`src/rtl/led_sched_pkg.sv`:
```
// Shared types and constants for the LED pattern scheduler: FSM states,
// display modes, per-mode pattern lengths and the step-advance helper.
`timescale 1ns/1ps
package led_sched_pkg;

    localparam int LED_W  = 4;
    localparam int MODE_W = 3;
    localparam int STEP_W = 4;
    localparam int LEN_W  = 5;

    typedef enum logic [1:0] {
        IDLE  = 2'd0,
        RUN   = 2'd1,
        PAUSE = 2'd2
    } state_e;

    localparam logic [MODE_W-1:0] MODE_OFF    = 3'd0;
    localparam logic [MODE_W-1:0] MODE_ON     = 3'd1;
    localparam logic [MODE_W-1:0] MODE_WALK_L = 3'd2;
    localparam logic [MODE_W-1:0] MODE_WALK_R = 3'd3;
    localparam logic [MODE_W-1:0] MODE_COUNT  = 3'd4;
    localparam logic [MODE_W-1:0] MODE_BLINK  = 3'd5;
    localparam logic [MODE_W-1:0] MODE_BOUNCE = 3'd6;
    localparam logic [MODE_W-1:0] MODE_FILL   = 3'd7;

    // Element [m] is the number of steps in mode m (mode 7 is the leftmost).
    localparam logic [7:0][LEN_W-1:0] MODE_LEN = {
        5'd5, 5'd6, 5'd2, 5'd16, 5'd4, 5'd4, 5'd1, 5'd1
    };

    function automatic logic [STEP_W-1:0] next_step(
        input logic [MODE_W-1:0] m,
        input logic [STEP_W-1:0] s
    );
        logic [LEN_W-1:0] last;
        last = MODE_LEN[m] - 5'd1;
        if ({1'b0, s} >= last) begin
            next_step = 4'd0;
        end else begin
            next_step = s + 4'd1;
        end
    endfunction

endpackage

```
`src/rtl/led_pattern_rom.sv`:
```
// Combinational pattern table: (mode, step) -> 4-bit LED pattern.
`timescale 1ns/1ps
module led_pattern_rom
    import led_sched_pkg::*;
(
    input  logic [MODE_W-1:0] mode,
    input  logic [STEP_W-1:0] step,
    output logic [LED_W-1:0]  pattern
);

    // Pattern lookup; out-of-range steps fall back to dark.
    always_comb begin
        pattern = 4'b0000;
        case (mode)
            MODE_OFF: pattern = 4'b0000;
            MODE_ON:  pattern = 4'b1111;
            MODE_WALK_L: begin
                case (step)
                    4'd0:    pattern = 4'b0001;
                    4'd1:    pattern = 4'b0010;
                    4'd2:    pattern = 4'b0100;
                    4'd3:    pattern = 4'b1000;
                    default: pattern = 4'b0000;
                endcase
            end
            MODE_WALK_R: begin
                case (step)
                    4'd0:    pattern = 4'b1000;
                    4'd1:    pattern = 4'b0100;
                    4'd2:    pattern = 4'b0010;
                    4'd3:    pattern = 4'b0001;
                    default: pattern = 4'b0000;
                endcase
            end
            MODE_COUNT: pattern = step;
            MODE_BLINK: begin
                if (step[0]) begin
                    pattern = 4'b1111;
                end else begin
                    pattern = 4'b0000;
                end
            end
            MODE_BOUNCE: begin
                case (step)
                    4'd0:    pattern = 4'b0001;
                    4'd1:    pattern = 4'b0010;
                    4'd2:    pattern = 4'b0100;
                    4'd3:    pattern = 4'b1000;
                    4'd4:    pattern = 4'b0100;
                    4'd5:    pattern = 4'b0010;
                    default: pattern = 4'b0000;
                endcase
            end
            MODE_FILL: begin
                case (step)
                    4'd0:    pattern = 4'b0000;
                    4'd1:    pattern = 4'b0001;
                    4'd2:    pattern = 4'b0011;
                    4'd3:    pattern = 4'b0111;
                    4'd4:    pattern = 4'b1111;
                    default: pattern = 4'b0000;
                endcase
            end
            default: pattern = 4'b0000;
        endcase
    end

endmodule

```
`src/rtl/led_pattern_sched.sv`:
```
// Key-driven LED sequencer (IDLE/RUN/PAUSE) with prescaled pattern stepping.
// Optional LED_SCHED_AUTO_EN adds automatic mode advance after AUTO_TICKS idle ticks.
`timescale 1ns/1ps
module led_pattern_sched
    import led_sched_pkg::*;
#(
    parameter int TICK_DIV   = 50_000_000,
    parameter int AUTO_TICKS = 16
) (
    input  logic              clk,
    input  logic              rst,
    input  logic              key_next,
    input  logic              key_prev,
    input  logic              key_pause,
    output logic [MODE_W-1:0] mode,
    output logic [LED_W-1:0]  led_out,
    output logic              running
);

    localparam logic [1:0] ST_IDLE  = IDLE;
    localparam logic [1:0] ST_RUN   = RUN;
    localparam logic [1:0] ST_PAUSE = PAUSE;

    localparam int                 PRESC_W    = $clog2(TICK_DIV);
    localparam logic [PRESC_W-1:0] PRESC_LAST = PRESC_W'(TICK_DIV - 1);
    localparam logic [PRESC_W-1:0] PRESC_ONE  = PRESC_W'(1);
    localparam logic [PRESC_W-1:0] PRESC_ZERO = PRESC_W'(0);

    logic [1:0]         state_r,   state_nx_s;
    logic [MODE_W-1:0]  mode_r,    mode_nx_s;
    logic [STEP_W-1:0]  step_r,    step_nx_s;
    logic [PRESC_W-1:0] presc_r,   presc_nx_s;
    logic [LED_W-1:0]   led_r;
    logic [LED_W-1:0]   pat_s;
    logic               running_r;
    logic               tick_s;
    logic               any_key_s;
    logic               auto_fire_s;

    assign tick_s    = (presc_r == PRESC_LAST);
    assign any_key_s = key_next | key_prev | key_pause;

`ifdef LED_SCHED_AUTO_EN
    localparam int                IDLE_W    = $clog2(AUTO_TICKS + 1);
    localparam logic [IDLE_W-1:0] IDLE_LAST = IDLE_W'(AUTO_TICKS - 1);
    localparam logic [IDLE_W-1:0] IDLE_ONE  = IDLE_W'(1);
    localparam logic [IDLE_W-1:0] IDLE_ZERO = IDLE_W'(0);

    logic [IDLE_W-1:0] idle_r, idle_nx_s;

    // A key edge always wins over the auto advance, so only keyless RUN ticks fire.
    assign auto_fire_s = (state_r == ST_RUN) && tick_s && !any_key_s && (idle_r == IDLE_LAST);

    // Idle counter next value: cleared by keys, counts RUN ticks only.
    always_comb begin
        idle_nx_s = idle_r;
        if (any_key_s) begin
            idle_nx_s = IDLE_ZERO;
        end else if ((state_r == ST_RUN) && tick_s) begin
            if (auto_fire_s) begin
                idle_nx_s = IDLE_ZERO;
            end else begin
                idle_nx_s = idle_r + IDLE_ONE;
            end
        end else begin
            idle_nx_s = idle_r;
        end
    end

    // Idle counter register.
    always_ff @(posedge clk or posedge rst) begin
        if (rst) begin
            idle_r <= IDLE_ZERO;
        end else begin
            idle_r <= idle_nx_s;
        end
    end
`else
    logic unused_auto_s;
    assign unused_auto_s = (AUTO_TICKS > 32'sd0);
    assign auto_fire_s   = 1'b0;
`endif

    // Next-state logic: pause beats next beats prev; a mode change restarts the step.
    always_comb begin
        state_nx_s = state_r;
        mode_nx_s  = mode_r;
        step_nx_s  = step_r;
        presc_nx_s = presc_r;
        case (state_r)
            ST_IDLE: begin
                if (any_key_s) begin
                    state_nx_s = ST_RUN;
                    mode_nx_s  = MODE_OFF;
                    step_nx_s  = 4'd0;
                    presc_nx_s = PRESC_ZERO;
                end else begin
                    state_nx_s = ST_IDLE;
                end
            end
            ST_RUN: begin
                if (key_pause) begin
                    state_nx_s = ST_PAUSE;
                end else if (key_next || auto_fire_s) begin
                    mode_nx_s  = mode_r + 3'd1;
                    step_nx_s  = 4'd0;
                    presc_nx_s = PRESC_ZERO;
                end else if (key_prev) begin
                    mode_nx_s  = mode_r - 3'd1;
                    step_nx_s  = 4'd0;
                    presc_nx_s = PRESC_ZERO;
                end else if (tick_s) begin
                    step_nx_s  = next_step(mode_r, step_r);
                    presc_nx_s = PRESC_ZERO;
                end else begin
                    presc_nx_s = presc_r + PRESC_ONE;
                end
            end
            ST_PAUSE: begin
                // The resume edge already counts as a RUN cycle of the frozen step.
                if (key_pause) begin
                    state_nx_s = ST_RUN;
                    if (tick_s) begin
                        step_nx_s  = next_step(mode_r, step_r);
                        presc_nx_s = PRESC_ZERO;
                    end else begin
                        presc_nx_s = presc_r + PRESC_ONE;
                    end
                end else if (key_next) begin
                    mode_nx_s  = mode_r + 3'd1;
                    step_nx_s  = 4'd0;
                    presc_nx_s = PRESC_ZERO;
                end else if (key_prev) begin
                    mode_nx_s  = mode_r - 3'd1;
                    step_nx_s  = 4'd0;
                    presc_nx_s = PRESC_ZERO;
                end else begin
                    state_nx_s = ST_PAUSE;
                end
            end
            default: begin
                state_nx_s = ST_IDLE;
                mode_nx_s  = MODE_OFF;
                step_nx_s  = 4'd0;
                presc_nx_s = PRESC_ZERO;
            end
        endcase
    end

    // Sequencer state registers.
    always_ff @(posedge clk or posedge rst) begin
        if (rst) begin
            state_r   <= ST_IDLE;
            mode_r    <= MODE_OFF;
            step_r    <= 4'd0;
            presc_r   <= PRESC_ZERO;
            running_r <= 1'b0;
        end else begin
            state_r   <= state_nx_s;
            mode_r    <= mode_nx_s;
            step_r    <= step_nx_s;
            presc_r   <= presc_nx_s;
            running_r <= (state_nx_s == ST_RUN);
        end
    end

    led_pattern_rom u_rom (
        .mode    (mode_r),
        .step    (step_r),
        .pattern (pat_s)
    );

    // Output pattern register, one cycle behind mode/step.
    always_ff @(posedge clk or posedge rst) begin
        if (rst) begin
            led_r <= 4'b0000;
        end else if (state_r == ST_IDLE) begin
            led_r <= 4'b0000;
        end else begin
            led_r <= pat_s;
        end
    end

    assign mode    = mode_r;
    assign led_out = led_r;
    assign running = running_r;

endmodule

```
`config.mk`:
```
export PLATFORM = sky130hd
export DESIGN_NAME = led_pattern_sched
export DESIGN_NICKNAME = d
export VERILOG_FILES = /design/src/rtl/led_sched_pkg.sv /design/src/rtl/led_pattern_rom.sv /design/src/rtl/led_pattern_sched.sv
export SDC_FILE = /design/constraint.sdc
export NUM_CORES = 1
export LEC_CHECK = 0
export CORE_ASPECT_RATIO = 1.4
export CORE_MARGIN = 8
export CORE_UTILIZATION = 55
export DETAILED_ROUTE_END_ITERATION = 8
export PLACE_DENSITY = 0.76
export SYNTH_ARGS = -nofsm -noshare
export SYNTH_HDL_FRONTEND = slang
export SYNTH_HIERARCHICAL = 1
export SYNTH_SLANG_ARGS = --single-unit
export TNS_END_PERCENT = 50
```
`constraint.sdc`:
```
create_clock -name clk -period 2.5 [get_ports clk]
set_input_delay 0.75 -clock clk [delete_from_list [all_inputs] [get_ports clk]]
set_output_delay 0.75 -clock clk [all_outputs]
set_load 0.02 [all_outputs]
```
Yosys cells after proc, flatten, opt, wreduce, memory -nomap -nowiden
Memory sizes are Yosys's and may differ from the RTL's.
Index checks and enable logic that the tools add are counted.
{"block": "word_totals", "mem_count": 1, "word_cells": 83, "reg_bits": 40, "in_bits": 5, "output_inout_bits": 8, "romBits": 40}
{"block": "op_classes", "addsub": 5, "n_eq_ne": 21, "n_lt_le_gt_ge": 2, "reduce_logical": 8, "n_mux": 38, "bitwise": 2}
{"name": "(no name shown)", "depth": 8, "word_bits": 5, "read_ports": 1, "rd_clocked_by_memory_dff": 0, "wr": 0, "line": "led_sched_pkg.sv:36", "source": "last = MODE_LEN[m] - 5'd1;"}
{"cell": "two-way mux 26 bit", "count": 8}
{"cell": "case mux 26 bit (3 select lines)", "count": 1}
{"cell": "case mux 4 bit (4 select lines)", "count": 4}
{"cell": "two-way mux 4 bit", "count": 11}
{"cell": "case mux 4 bit (8 select lines)", "count": 1}
{"cell": "adder 26 x 1 -> 26 bit (second input constant)", "count": 1}
{"cell": "== test 26 bit (second input constant)", "count": 1}
{"cell": "== test 3 bit (second input constant)", "count": 4}
{"cell": "two-way mux 3 bit", "count": 4}
{"cell": "case mux 4 bit (3 select lines)", "count": 1}
{"cell": "== test 4 x 2 -> 1 bit (second input constant)", "count": 2}
{"cell": "== test 4 x 3 -> 1 bit (second input constant)", "count": 2}
{"cell": "two-way mux 2 bit", "count": 4}
{"cell": "== test 3 x 2 -> 1 bit (second input constant)", "count": 2}
{"cell": "inequality test 2 bit (second input constant)", "count": 3}
{"cell": "case mux 2 bit (3 select lines)", "count": 1}
{"cell": "case mux 3 bit (2 select lines)", "count": 1}
{"cell": "AND reduction 3 bit", "count": 2}
{"cell": "OR reduction 2 bit", "count": 3}
{"cell": ">= comparator 4 x 5 -> 1 bit", "count": 1}
{"cell": "two-way mux 5 bit", "count": 1}
{"cell": "subtractor 5 x 1 -> 5 bit (second input constant)", "count": 1}
{"cell": "adder 4 x 1 -> 4 bit (second input constant)", "count": 1}
{"cell": "== test 2 x 1 -> 1 bit (second input constant)", "count": 2}
{"cell": "13 further kinds", "count": 14}

Depth between registers and ports, before layout
{"block": "logic_depth", "ltp_word": 10, "ltp_mapped": 11, "depth_no_buf": 11}

Cells and area by module
The synthesis kept the hierarchy.
{"module": "led_pattern_sched", "cells_each": 277, "area_each_um2": 2547.4, "seq_area_each_um2": 1001.0, "instances": 1}
{"module": "led_pattern_rom", "cells_each": 44, "area_each_um2": 282.8, "seq_area_each_um2": 0.0, "instances": 1}

Worst setup path before layout
Ideal clock, no wire load.
{"block": "synth_timing", "kind": "reg2reg", "from": "reg mode_r[1] (netlist: mode[1])", "to": "reg step_r[3]", "n_path_buf": 0, "stages_incl_launch_ff": 12, "required_ps": 2371, "setup_slack_ps": -50, "arrival_time_ps": 2421, "setup_ps": 129, "path_cell_list": "dfrtp_1 > inv_1 > ha_1 > nand2_1 > ha_1 > ha_1 > ha_1 > nand3_1 > a311oi_1 > o21ai_0 > nand2_1 > o21ai_0"}
{"block": "synth_via", "elab_chain_len": 10, "elab_cells_between_ends": 11, "classes_between": "add/sub (1); order compare (1); mux (8); memory (1)"}
{"element": "start: declaration", "line": "led_pattern_sched.sv:30", "source": "logic [MODE_W-1:0] mode_r, mode_nx_s;"}
{"element": "start signal: assignment", "line": "led_pattern_sched.sv:160", "source": "mode_r <= mode_nx_s;"}
{"element": "memory read (8 x 5 bit) *"}
{"element": "two-way mux 5 bit (not written as such) *", "line": "led_sched_pkg.sv:36"}
{"element": "subtractor 5 x 1 -> 5 bit *", "line": "led_sched_pkg.sv:36"}
{"element": ">= comparator 4 x 5 -> 1 bit *", "line": "led_sched_pkg.sv:37", "source": "if ({1'b0, s} >= last) begin"}
{"element": "two-way mux 4 bit *", "line": "led_sched_pkg.sv:37"}
{"element": "two-way mux 4 bit *", "line": "led_pattern_sched.sv:112", "source": "end else if (tick_s) begin"}
{"element": "two-way mux 4 bit", "line": "led_pattern_sched.sv:108", "source": "end else if (key_prev) begin"}
{"element": "two-way mux 4 bit", "line": "led_pattern_sched.sv:104", "source": "end else if (key_next || auto_fire_s) begin"}
{"element": "two-way mux 4 bit", "line": "led_pattern_sched.sv:102", "source": "if (key_pause) begin"}
{"element": "case mux 4 bit (3 select lines) *", "line": "led_pattern_sched.sv:90", "source": "case (state_r)"}
{"element": "end signal: assignment", "line": "led_pattern_sched.sv:161", "source": "step_r <= step_nx_s;"}
{"element": "end: declaration", "line": "led_pattern_sched.sv:31", "source": "logic [STEP_W-1:0] step_r, step_nx_s;"}
Every way passes the cells marked *; elsewhere a longest branch is shown, timed or not. The select of a mux whose other input is x is not followed.
A chain may end at the register's enable or synchronous reset.

Worst setup path after layout
{"block": "layout_timing", "from": "reg mode_r[0] (netlist: mode[0])", "to": "reg step_r[3]"}
Same word-level chain as after synthesis.

==> reports/metrics.yaml <==
job:
  cap_violations: 0
status:
  status: "finished, final reports clean"
worst_setup_path:
  worst_setup_path_start_kind: "register"
  path_cells: "buf_4 -> ha_1 -> a21oi_1 -> ha_1 -> ha_1 -> ha_1 -> nand3_1 -> a311oi_1 -> o21ai_1 -> nand2_1 -> o21ai_0"
  path_class: "reg -> reg"
  path_max_fanout: 6
  arrival_ns: 2.55
  endpoint_kind: "register"
  cp_slowest_cell: "dfrtp_1"
  cpMostUsedCell: "ha_1"
  max_stage_delay_ns: 0.39
  required_ns: 2.68
  path_delay_family: "adder cells"
  crit_buf_inv: 1
sta:
  rsz0062_at_grt: "no"
  setup_violations: 0
  hold_ws_ns: 0.5388
  hold_viol: 0
  clock.fmax_mhz: 420.5
  slew_headroom_pct: 60.07
  worst_clock_skew_ns: 0.006954
  post-route-period-util_pct: 95.12
  setup_ws_ns: 0.1219
  slew_violations: 0
  worstMarginPinSlew_ns: 0.5989
  layout_min_cycle_time_ns: 2.378
  finalSetupTns_ns: 0
logic_synthesis:
  synth.area.top_cells: "dfrtp_1, ha_1, nand3_1"
  netlist_area_um2: 2830
  synth_edf_count: 0
  ys_async_sr_fraction_pct: 100.0
  avgSynthCellArea_um2: 8.817
  synth_most_common_cell: "dfrtp_1"
  synth_common_cells: "dfrtp_1, nand3_1, nand2_1, o21ai_0, nor2_1"
  yosys_warnings: 6
  synth-seq-cells: 40
  synth_top_area_cell: "dfrtp_1"
  synthFlopType: "dfrtp_1"
  synth_top_area_share_pct: 35.37
  yosysUniqueCellTypes: 69
  postSynthNetCount: 341
  seq_area_frac_synth_pct: 35.37
  syn_inst: 321
power_and_ir_drop:
  irDropWorstVdd_mv: 0.3869
  leakagePower_nw: 1.365
  p_per_area_nw_per_um2: 761.9
drt:
  vias_per_cell: 6.068
  drtAntennaViolNets: 0
  first_iter_violations: 120
  avgRoutedWirePerCell_um: 15.30
  dr_total_vias: 2512
  drt_first_pass_iters: 5
  post-route-drc-count: 0
  drt_wl_total_um: 6335
clock_network:
  ctsLongestPathBuffers: 2
  cts_tree: "done"
  clock-root-buffer: "clkbuf_8"
  cts_buffers: 5
  cts.sinks: 40
  htree_levels: 2
  worstSkewPairLatency_ns: 0.30
  clkTransAtPathRegs_ns: 0.07
global_routing:
  met2_usage_pct: 33.33
  top_usage_layer: "met2"
  antenna_found_initial: 0
  met3_usage_pct: 3.125
  grt_usage_pct: 17.24
  grt_overflow_total: 0
  grt_max_degree: 41
  grt_util_met1_pct: 17.36
  grt_pass1_wl_um: 10980
  grt_pass1_vias: 2451
floorplan:
  initial_core_util_pct: 55.70
  dieArea_um2: 7730
  rows: 31
  die_h_um: 100.9
  die_x_um: 76.63
  core-area_um2: 5081
  num_io_pins: 13
final_layout:
  syn2layout_area_growth_pct: 12.69
  utilization_pct: 62.77
  nets: 367
  final_layout_size_suffix_gt1_share_pct: 16.38
  final_area_um2: 3189
  fillers: 443
  diodes: 0
place:
  postPlaceCellArea_um2: 3067
  gp_congestion: 0.8553
  pre_cts_ws_ns: -0.09306
  dp_hpwl_um: 4644
  port_buffers: 12
worst_hold_path:
  hold_path.class: "reg -> reg"
## state kept, by name, summed over array words and instances, names as in the netlist
signal and cells:
led_out 4, step_r 4, running 1, state_r 2, mode 3, presc_r 26
## final timing paths
check,startpoint,end,slack (ns),depth (start not counted)
max,mode[0],step_r[3],0.12,11
min,presc_r[14],presc_r[14],0.54,1
max reg2reg,mode[0],step_r[3],0.12,11
min reg2reg,presc_r[14],presc_r[14],0.54,1
max in group asynchronous,rst,mode[1],1.25,3
min in group asynchronous,rst,presc_r[8],0.88,3
## layout make-up
type                       instances  area, um2  share of cell area (%)
multi-input combinational        250       1635                   51.28
sequential                        40       1002                   31.42
timing repair buffer              35      305.3                   9.572
tap                               66      82.58                   2.589
clock buffer                       6      72.57                   2.275
inverter                          15      56.30                   1.765
clock inverter                     2      35.03                   1.098
## repair_timing
item,CTS,global route
hold buffers,0,0
setup endpoints to repair,0,4
resized for setup,0,1
setup buffers,0,2
## routing by layer
| metal | routed length, um | vias to the layer above |
|---|---|---|
| met5 | 0 | - |
| met4 | 116 | 0 |
| met3 | 266 | 9 |
| met2 | 3444 | 58 |
| met1 | 2507 | 1215 |
| li1 | - | 1230 |
## cells in the final DEF, fill, tap and decap left out, drive strengths merged, types with 6 or more instances in the layout
| master | instances |
|---|---|
| nor2 | 20 |
| or3 | 8 |
| inv | 15 |
| o21ai | 25 |
| nand2 | 30 |
| a21oi | 16 |
| ha | 14 |
| nor4 | 6 |
| dfrtp | 40 |
| a31oi | 7 |
| clkdlybuf4s50 | 12 |
| and3 | 8 |
| nor2b | 9 |
| nand3 | 31 |
| buf | 23 |
| clkbuf | 6 |
| nor3 | 10 |
## metrics by stage
| step | instances | power, W |
|---|---|---|
| floorplan | 321 | 0.001533 |
| global placement | 404 | 0.001876 |
| detailed placement | 404 | 0.001901 |
| CTS | 412 | 0.002436 |
| global route | 414 | 0.002593 |
| finish | 414 | 0.002430 |
## logic make-up (layout without fill, tap and decap cells)
logic type	count (synthesis)	in the layout	synth area share, %
XOR/XNOR	9	9	2.785
flip-flops	40	40	35.37
buffers and inverters	31	58	6.852
multiplexers	2	2	0.7074
AND/OR/NAND/NOR	143	143	28.52
adder cells (fa/ha/maj)	15	15	6.897
AO/OA/AOI/OAI	81	81	18.88
## where the power goes
group,internal [W],switching (W),total [W]
registers,0.000714,0.0000574,0.000771
clock network,0.000296,0.000233,0.000529
logic,0.000479,0.000651,0.00113
total,0.00149,0.000941,0.00243
Note: power is estimated with default switching activity, not from simulation.
